File: src/rtl/rx_block_writer.sv
// Writes DDC I/Q samples into the ping-pong sample RAM and stretches the ADC clip flag.
// Optional RX_TEST_PATTERN_EN replaces the samples with a ramp / inverted-ramp pattern.
module rx_block_writer #(
    parameter int SAMPLES_PER_BLOCK = 82,
    parameter int IQ_WIDTH          = 24,
    parameter int CLIP_HOLD         = 2400000
) (
    input  logic                  clock,
    input  logic                  reset,
    input  logic                  rx_on,
    input  logic [7:0]            rx_rate,
    input  logic                  iq_valid,
    input  logic [IQ_WIDTH-1:0]   iq_i,
    input  logic [IQ_WIDTH-1:0]   iq_q,
    input  logic                  adc_ovf,
    output logic                  mem_we,
    output logic [7:0]            mem_wr_addr,
    output logic [2*IQ_WIDTH-1:0] mem_wr_data,
    output logic                  adc_mem_block,
    output logic                  clip
);

    localparam int CW = $clog2(CLIP_HOLD + 1);
    localparam logic [CW-1:0] HOLD = CW'(CLIP_HOLD);
    localparam logic [6:0] LAST = 7'(SAMPLES_PER_BLOCK - 1);

    typedef enum logic {IDLE, FILL} state_t;

    state_t state_q, state_d;
    logic [6:0] idx_q, idx_d;
    logic half_q, half_d;
    logic blk_q, blk_d;
    logic we_q, we_d;
    logic [7:0] addr_q, addr_d;
    logic [2*IQ_WIDTH-1:0] data_q, data_d;
    logic [CW-1:0] clip_cnt_q, clip_cnt_d;
    logic clip_q, clip_d;

    logic rx_on_m_q, rx_on_s_q;
    logic [7:0] rate_m_q, rate_s_q, rate_prev_q;
    logic flush;
    logic [2*IQ_WIDTH-1:0] sample;

`ifdef RX_TEST_PATTERN_EN
    logic [IQ_WIDTH-1:0] ramp_q, ramp_d;

    assign sample = {ramp_q, ~ramp_q};

    always_comb begin
        ramp_d = ramp_q;
        if (we_d) ramp_d = ramp_q + 1'b1;
    end

    always_ff @(posedge clock or negedge reset) begin
        if (!reset) ramp_q <= '0;
        else        ramp_q <= ramp_d;
    end
`else
    assign sample = {iq_i, iq_q};
`endif

    // Both controls cross from the USB domain
    always_ff @(posedge clock or negedge reset) begin
        if (!reset) begin
            rx_on_m_q   <= 1'b0;
            rx_on_s_q   <= 1'b0;
            rate_m_q    <= '0;
            rate_s_q    <= '0;
            rate_prev_q <= '0;
        end else begin
            rx_on_m_q   <= rx_on;
            rx_on_s_q   <= rx_on_m_q;
            rate_m_q    <= rx_rate;
            rate_s_q    <= rate_m_q;
            rate_prev_q <= rate_s_q;
        end
    end

    assign flush = !rx_on_s_q || (rate_s_q != rate_prev_q);

    always_comb begin
        state_d = state_q;
        idx_d   = idx_q;
        half_d  = half_q;
        blk_d   = blk_q;
        we_d    = 1'b0;
        addr_d  = addr_q;
        data_d  = data_q;
        unique case (state_q)
            IDLE: begin
                idx_d = '0;
                if (rx_on_s_q) state_d = FILL;
            end
            FILL: begin
                if (flush) begin
                    // Partial half is abandoned and overwritten later
                    idx_d = '0;
                    if (!rx_on_s_q) state_d = IDLE;
                end else if (iq_valid) begin
                    we_d   = 1'b1;
                    addr_d = {half_q, idx_q};
                    data_d = sample;
                    if (idx_q == LAST) begin
                        idx_d  = '0;
                        half_d = ~half_q;
                        blk_d  = half_q;
                    end else begin
                        idx_d = idx_q + 7'd1;
                    end
                end
            end
            default: state_d = IDLE;
        endcase
    end

    always_comb begin
        clip_cnt_d = clip_cnt_q;
        if (adc_ovf)               clip_cnt_d = HOLD;
        else if (clip_cnt_q != '0) clip_cnt_d = clip_cnt_q - 1'b1;
        clip_d = adc_ovf || (clip_cnt_q > CW'(1));
    end

    always_ff @(posedge clock or negedge reset) begin
        if (!reset) begin
            state_q    <= IDLE;
            idx_q      <= '0;
            half_q     <= 1'b1;
            blk_q      <= 1'b0;
            we_q       <= 1'b0;
            addr_q     <= '0;
            data_q     <= '0;
            clip_cnt_q <= '0;
            clip_q     <= 1'b0;
        end else begin
            state_q    <= state_d;
            idx_q      <= idx_d;
            half_q     <= half_d;
            blk_q      <= blk_d;
            we_q       <= we_d;
            addr_q     <= addr_d;
            data_q     <= data_d;
            clip_cnt_q <= clip_cnt_d;
            clip_q     <= clip_d;
        end
    end

    assign mem_we        = we_q;
    assign mem_wr_addr   = addr_q;
    assign mem_wr_data   = data_q;
    assign adc_mem_block = blk_q;
    assign clip          = clip_q;

endmodule
File: config.mk
export PLATFORM = sky130hd
export DESIGN_NAME = rx_block_writer
export DESIGN_NICKNAME = d
export VERILOG_FILES = /design/src/rtl/rx_block_writer.sv
export SDC_FILE = /design/constraint.sdc
export NUM_CORES = 1
export LEC_CHECK = 0
export BUFFER_PORTS_ARGS = -buffer_cell sky130_fd_sc_hd__buf_2
export CAP_MARGIN = 20
export CORE_MARGIN = 1
export CORE_UTILIZATION = 53
export DETAILED_ROUTE_END_ITERATION = 16
export PLACE_DENSITY_LB_ADDON = 0.12
export SKIP_CTS_REPAIR_TIMING = 1
export SLEW_MARGIN = 20
export SYNTH_ARGS = -nofsm -noshare
export SYNTH_HDL_FRONTEND = slang
export SYNTH_SLANG_ARGS = --single-unit
File: constraint.sdc
create_clock -name clock -period 2.5 [get_ports clock]
set_input_delay 0.125 -clock clock [delete_from_list [all_inputs] [get_ports clock]]
set_output_delay 0.125 -clock clock [all_outputs]
set_load 0.01 [all_outputs]
==> flow_summary.yaml, run 1 <==
detailed_routing:
  routed-via-count: 3513
  post_drt_wl_per_cell_um: 16.4
  wirelength_mm: 11.0
  viasPerCell: 5.26
  final_antenna_net_count: 0
  drt-pass1-iter-count: 4
  post-route-drc-count: 0
  drt-initial-drc-count: 163
layout:
  drive_above_1_share_pct: 42.3
  layout.cells.most_common_list: "sky130_fd_sc_hd__buf_2, sky130_fd_sc_hd__dfrtp_1, sky130_fd_sc_hd__mux2_2"
  area_delta_synth_final_pct: 40.9
  layoutNonFillerInstCount: 668
  multiInputGateArea_um2: 1790
  nets: 610
  num-fill-cells: 570
  most_common_cell_after_layout_fill_and_taps_aside: "sky130_fd_sc_hd__buf_2"
  register_area_um2: 2900
critical_path:
  r2r_slack_ns: 0.35
  timing.setup.critical_path_class: "reg -> reg"
  arrival_ns: 2.54
  timing.critical_path.from_type: "flop"
  rr_startpoint: "clip_cnt_q[0]"
  crit_fanout: 9
  crit_cells: 6
  critical_path.endpoint_type: "flop"
  cp_slowest_stage_delay_ns: 0.42
  worst_path_dominant_cell_family: "simple AND/OR/NAND/NOR gates"
  rr_endpoint: "clip_cnt_q[14]"
  cp.buffers_inverters: 1
  timing.critical_path.cells: "inv_1 -> ha_1 -> nor4b_4 -> nand3b_1 -> nor4_1 -> mux2_2"
  reg2regPathDepth: 6
  worstPathRequired_ns: 2.89
  critPathSlowestCell: "sky130_fd_sc_hd__dfrtp_1"
timing:
  worst_slew_pin_slew_ns: 0.659
  worst_setup_slack_final_ns: 0.348
  rel_slew_slack_pct: 56.1
  worst_clock_skew_ns: 0.00986
  final.min_clock_period_ns: 2.15
  hold_viol: 0
  finalSetupViolCount: 0
  grt_setup_unrepaired: "no"
  final-max-slew-violation-count: 0
  min_period_over_period_pct: 86.1
  clock.fmax_ghz: 0.465
  fin_setup_tns_ns: 0
logic_synthesis:
  ys_ff_latch: 116
  synth_seq_area_share_pct: 60.7
  postSynthCellCount: 353
  synth_warnings: 0
  syn-num-nets: 418
  dominantRegCellSynth: "sky130_fd_sc_hd__dfrtp_1"
  postSynth.asyncResetShare_pct: 100
  average_cell_area_after_synthesis_um2: 13.6
  number_of_synthesized_flops_with_an_enable_pin: 0
  synthesis.area_um2: 4780
  synth_unique_cells: 51
worst_hold_path:
  hold_path.startpoint: "adc_ovf"
  min_path_cells: 2
  timing.hold.worst.class: "in -> reg"
  min_delay_worst_endpoint: "clip_cnt_q[20]"
clock_network:
  tritoncts.num_buffers: 17
  worstSkewPairLatency_ns: 0.51
  tritoncts: "yes"
  clock_sink_count: 116
  cts_htree_levels: 4
  max-clock-path-buffers: 2
  clk_root_buffer_cell: "sky130_fd_sc_hd__clkbuf_8"
  cts.reportedPaths.clkPinSlew_ns: 0.06
die:
  std_cell_rows: 34
  floorplan.initialDensity_pct: 54.9
  die_h_um: 97.0
  top_level_ports: 120
  design.die.area_um2: 9410
  core-area_um2: 8720
  die_width_um: 97.0
power_and_ir_drop:
  p_leak_nw: 3.36
  worst_ir_drop_vdd_uv: 424
  power.density_nw_per_um2: 728
global_routing:
  grt.overflow.total: 0
  antenna_found_initial: 1
  grt_start_max_net_pins: 52
  track_usage_pct: 21.5
  grt_first_pass_wirelength_mm: 16.0
  via_count_of_the_first_global_routing_pass: 3355
place:
  place_congestion: 0.852
  place.detailed.instances: 575
  place_ws_ns: 0.406
  place.port_buffers: 119
  detailed_place_hpwl_mm: 6.24
run_status:
  status: "complete, no violations"
job:
  cap_violations: 0
## worst reg2reg max path, cell delays in order (launching register included)
cell                       delay [ns]
sky130_fd_sc_hd__dfrtp_1         0.42
sky130_fd_sc_hd__inv_1           0.09
sky130_fd_sc_hd__ha_1            0.23
sky130_fd_sc_hd__nor4b_4         0.33
sky130_fd_sc_hd__nand3b_1        0.31
sky130_fd_sc_hd__nor4_1          0.28
sky130_fd_sc_hd__mux2_2          0.37
## power breakdown
part	internal [mW]	switching [mW]
sequential	1.95	0.0704
combinational	0.223	0.183
clock	1.57	0.907
## flip-flops by register name, indices dropped and copies added (netlist names), 7 cells and up
signal / count
idx_q: 7
rate_s_q: 8
mem_wr_addr: 8
mem_wr_data: 48
clip_cnt_q: 22
rate_m_q: 8
rate_prev_q: 8
## layer usage
| metal | vias to the layer above | GRT usage (%) | wire length (um) |
|---|---|---|---|
| met2 | 89 | 36.4 | 5950 |
| li1 | 1672 | - | - |
| met5 | - | 0 | 0 |
| met4 | 0 | 8.15 | 242 |
| met3 | 19 | 5.06 | 367 |
| met1 | 1733 | 26.7 | 4400 |
## cell families (layout without fill, tap and decap cells)
family	after synthesis	in the layout	synth area share, %
AOI/OAI and AO/OA	43	43	6.83
xor gates and xnor gates	9	9	1.65
adders and majority gates	4	4	1.05
buffers and inverters	21	226	1.86
DFF	116	116	60.7
muxes	70	70	16.4
other	0	2	0
and+or+nand+nor	90	90	11.5
## worst max-delay path by stage
stage	from	end	slack, ns
after floorplan	clip_cnt_q[0]	clip_cnt_q[14]	0.47
after global placement	clip_cnt_q[0]	clip_cnt_q[14]	0.45
after detailed placement	clip_cnt_q[0]	clip_cnt_q[14]	0.41
after CTS	clip_cnt_q[0]	clip_cnt_q[14]	0.39
after global routing	clip_cnt_q[0]	clip_cnt_q[14]	0.15
final	clip_cnt_q[0]	clip_cnt_q[14]	0.35
## synth_stat cells, drive strengths merged (2+ instances only)
cell type / number / area (um^2)
a21oi: 7 / 35.0
a211oi: 5 / 37.5
and4: 2 / 17.5
ha: 4 / 50.1
or3: 4 / 25.0
nand4b: 2 / 23.8
o41ai: 2 / 17.5
o21ai: 9 / 45.0
xnor2: 2 / 17.5
xor2: 7 / 61.3
nand3: 10 / 50.1
nand3b: 2 / 15.0
or4: 2 / 15.0
mux2i: 2 / 20.0
dfrtp: 115 / 2880
nor2: 23 / 86.3
nand4: 6 / 37.5
clkbuf: 7 / 26.3
a2111oi: 3 / 51.3
inv: 8 / 30.0
buf: 6 / 32.5
a211o: 3 / 26.3
nor3: 8 / 50.1
nor4b: 2 / 32.5
and3: 2 / 12.5
nor2b: 13 / 81.3
nor4: 4 / 40.0
a311oi: 2 / 17.5
mux2: 68 / 766
o211ai: 3 / 22.5
a31oi: 3 / 18.8
nand2: 6 / 22.5
## per-stage QoR
step / area (um^2) / utilization, % / hold slack [ns] / total power [mW]
3_3_place_gp: 5530 / 63.4 / 0.157 / 2.37
4_1_cts: 6150 / 70.5 / -0.374 / 4.87
5_1_grt: 6740 / 77.3 / 0.164 / 5.09
2_1_floorplan: 4780 / - / -0.171 / 2.22
3_5_place_dp: 5530 / 63.4 / 0.160 / 2.38
6_report: 6740 / 77.3 / 0.152 / 4.91
## area by class of cell
type                            instances  area share, %
Sequential cell                       116           43.1
Multi-Input combinational cell        216           26.6
Timing Repair Buffer                  186           18.7
Clock buffer                           18           6.35
Clock inverter                         14           2.78
Tap cell                              108           2.00
Inverter                                8          0.445
Antenna cell                            2         0.0742
(Power assumes the default switching activity.)
==> run 2, diff against run 1 <==
Settings changed: CAP_MARGIN 20 to 30, RECOVER_POWER set to 25.
==> run 2 against run 1 <==
Maximum frequency did not move. Non-clock buffer count did not move. Via count unchanged. Global-route usage unchanged. Hold slack did not move. Largest cell class unchanged. Highest routed layer unchanged.
==> flow_summary.yaml, run 2 (synthesized netlist as in run 1, its figures left out) <==
critical_path:
  rr_startpoint: "clip_cnt_q[0]"
  cp.buffers_inverters: 1
  worst_path_dominant_cell_family: "simple AND/OR/NAND/NOR gates"
  critPathLaunch: "clip_cnt_q[0]"
  arrival_ns: 2.54
  critPathSlowestCell: "sky130_fd_sc_hd__dfrtp_1"
  r2r_slack_ns: 0.35
  timing.setup.critical_path_class: "reg -> reg"
  rr_endpoint: "clip_cnt_q[14]"
  reg2regPathDepth: 6
  timing.critical_path.cells: "inv_1 -> ha_1 -> nor4b_4 -> nand3b_1 -> nor4_1 -> mux2_2"
  worstPathRequired_ns: 2.89
  crit_fanout: 9
  cp_slowest_stage_delay_ns: 0.42
  timing.critical_path.from_type: "flop"
  critical_path.endpoint_type: "flop"
global_routing:
  grt_first_pass_wirelength_mm: 16.0
  via_count_of_the_first_global_routing_pass: 3355
  grt_start_max_net_pins: 52
  antenna_found_initial: 1
  grt.overflow.total: 0
  track_usage_pct: 21.5
timing:
  fin_setup_tns_ns: 0
  final.min_clock_period_ns: 2.15
  worst_setup_slack_final_ns: 0.348
  hold_viol: 0
  clock.fmax_ghz: 0.465
  grt_setup_unrepaired: "no"
  final-max-slew-violation-count: 0
  rel_slew_slack_pct: 25.0
  finalSetupViolCount: 0
  min_period_over_period_pct: 86.1
  worst_clock_skew_ns: 0.00986
  worst_slew_pin_slew_ns: 1.12
worst_hold_path:
  min_path_cells: 2
  min_delay_worst_endpoint: "clip_cnt_q[20]"
  timing.hold.worst.class: "in -> reg"
  hold_path.startpoint: "adc_ovf"
clock_network:
  cts.reportedPaths.clkPinSlew_ns: 0.06
  clock_sink_count: 116
  tritoncts: "yes"
  clk_root_buffer_cell: "sky130_fd_sc_hd__clkbuf_8"
  max-clock-path-buffers: 2
  tritoncts.num_buffers: 17
  cts_htree_levels: 4
  worstSkewPairLatency_ns: 0.51
die:
  top_level_ports: 120
  std_cell_rows: 34
  design.die.area_um2: 9410
  die_width_um: 97.0
  die_h_um: 97.0
  core-area_um2: 8720
  floorplan.initialDensity_pct: 54.9
detailed_routing:
  wirelength_mm: 11.0
  post-route-drc-count: 0
  highest_layer: "met4"
  drt-initial-drc-count: 163
  route.met2.wl_mm: 5.95
  routed-wl-met3_um: 363
  drt-pass1-iter-count: 4
  drt-met1-wl_mm: 4.40
  final_antenna_net_count: 0
  viasPerCell: 5.26
  post_drt_wl_per_cell_um: 16.4
  routed-via-count: 3513
place:
  place_ws_ns: 0.406
  detailed_place_hpwl_mm: 6.24
  place.port_buffers: 119
  place_congestion: 0.852
layout:
  num-fill-cells: 571
  nets: 610
  largest_register_ffs: 48
  drive_above_1_share_pct: 42.3
  layout.cells.most_common_list: "sky130_fd_sc_hd__buf_2, sky130_fd_sc_hd__dfrtp_1, sky130_fd_sc_hd__mux2_2"
  area_delta_synth_final_pct: 40.9
  most_common_cell_after_layout_fill_and_taps_aside: "sky130_fd_sc_hd__buf_2"
run_status:
  status: "complete, no violations"
power_and_ir_drop:
  worst_ir_drop_vdd_uv: 424
  power.density_nw_per_um2: 728
  p_leak_nw: 3.36
job:
  cap_violations: 0
## run 2: cell count changes in the layout (fill, tap and decap cells not counted)
cell / delta
sky130_fd_sc_hd__buf_4: -1
sky130_fd_sc_hd__clkbuf_2: +1
## run 2: final cells by class
type / count / area, um^2 / share of cell area [%]
Tap cell: 108 / 135 / 2.00
Clock buffer: 18 / 428 / 6.35
Multi-Input combinational cell: 216 / 1790 / 26.6
Inverter: 8 / 30.0 / 0.446
Clock inverter: 14 / 188 / 2.78
Antenna cell: 2 / 5.00 / 0.0743
Sequential cell: 116 / 2900 / 43.1
Timing Repair Buffer: 186 / 1260 / 18.7
## run 2: where the power goes
| group | switching (mW) | internal, mW |
|---|---|---|
| logic | 0.183 | 0.222 |
| clock network | 0.907 | 1.57 |
| registers | 0.0704 | 1.95 |
| total | 1.16 | 3.74 |
## run 2: how the worst max path moves through the flow
stage	to	depth (start not counted)	slack (ns)
2_1_floorplan	clip_cnt_q[14]	6	0.47
3_3_place_gp	clip_cnt_q[14]	6	0.45
3_5_place_dp	clip_cnt_q[14]	6	0.41
4_1_cts	clip_cnt_q[14]	6	0.39
5_1_grt	clip_cnt_q[14]	6	0.15
6_report	clip_cnt_q[14]	6	0.35
## run 2: worst reg2reg max path, stage by stage, from the launching register on
cell and delay (ns):
sky130_fd_sc_hd__dfrtp_1 0.42, sky130_fd_sc_hd__inv_1 0.09, sky130_fd_sc_hd__ha_1 0.23, sky130_fd_sc_hd__nor4b_4 0.33, sky130_fd_sc_hd__nand3b_1 0.31, sky130_fd_sc_hd__nor4_1 0.28, sky130_fd_sc_hd__mux2_2 0.37
## run 2: metrics by stage
stage / std cells / hold slack [ns] / util (%) / cell area [um^2] / total power [mW]
final: 668 / 0.152 / 77.3 / 6740 / 4.91
after global routing: 668 / 0.164 / 77.3 / 6740 / 5.09
after CTS: 607 / -0.374 / 70.5 / 6150 / 4.87
after detailed placement: 575 / 0.160 / 63.4 / 5530 / 2.38
after global placement: 575 / 0.157 / 63.4 / 5530 / 2.37
after floorplan: 353 / -0.171 / - / 4780 / 2.22
## run 2: routing by layer
metal / up-vias / GRT usage, %
li1: 1672 / -
met1: 1733 / 26.7
met2: 89 / 36.4
met3: 19 / 5.06
met4: 0 / 8.15
met5: - / 0
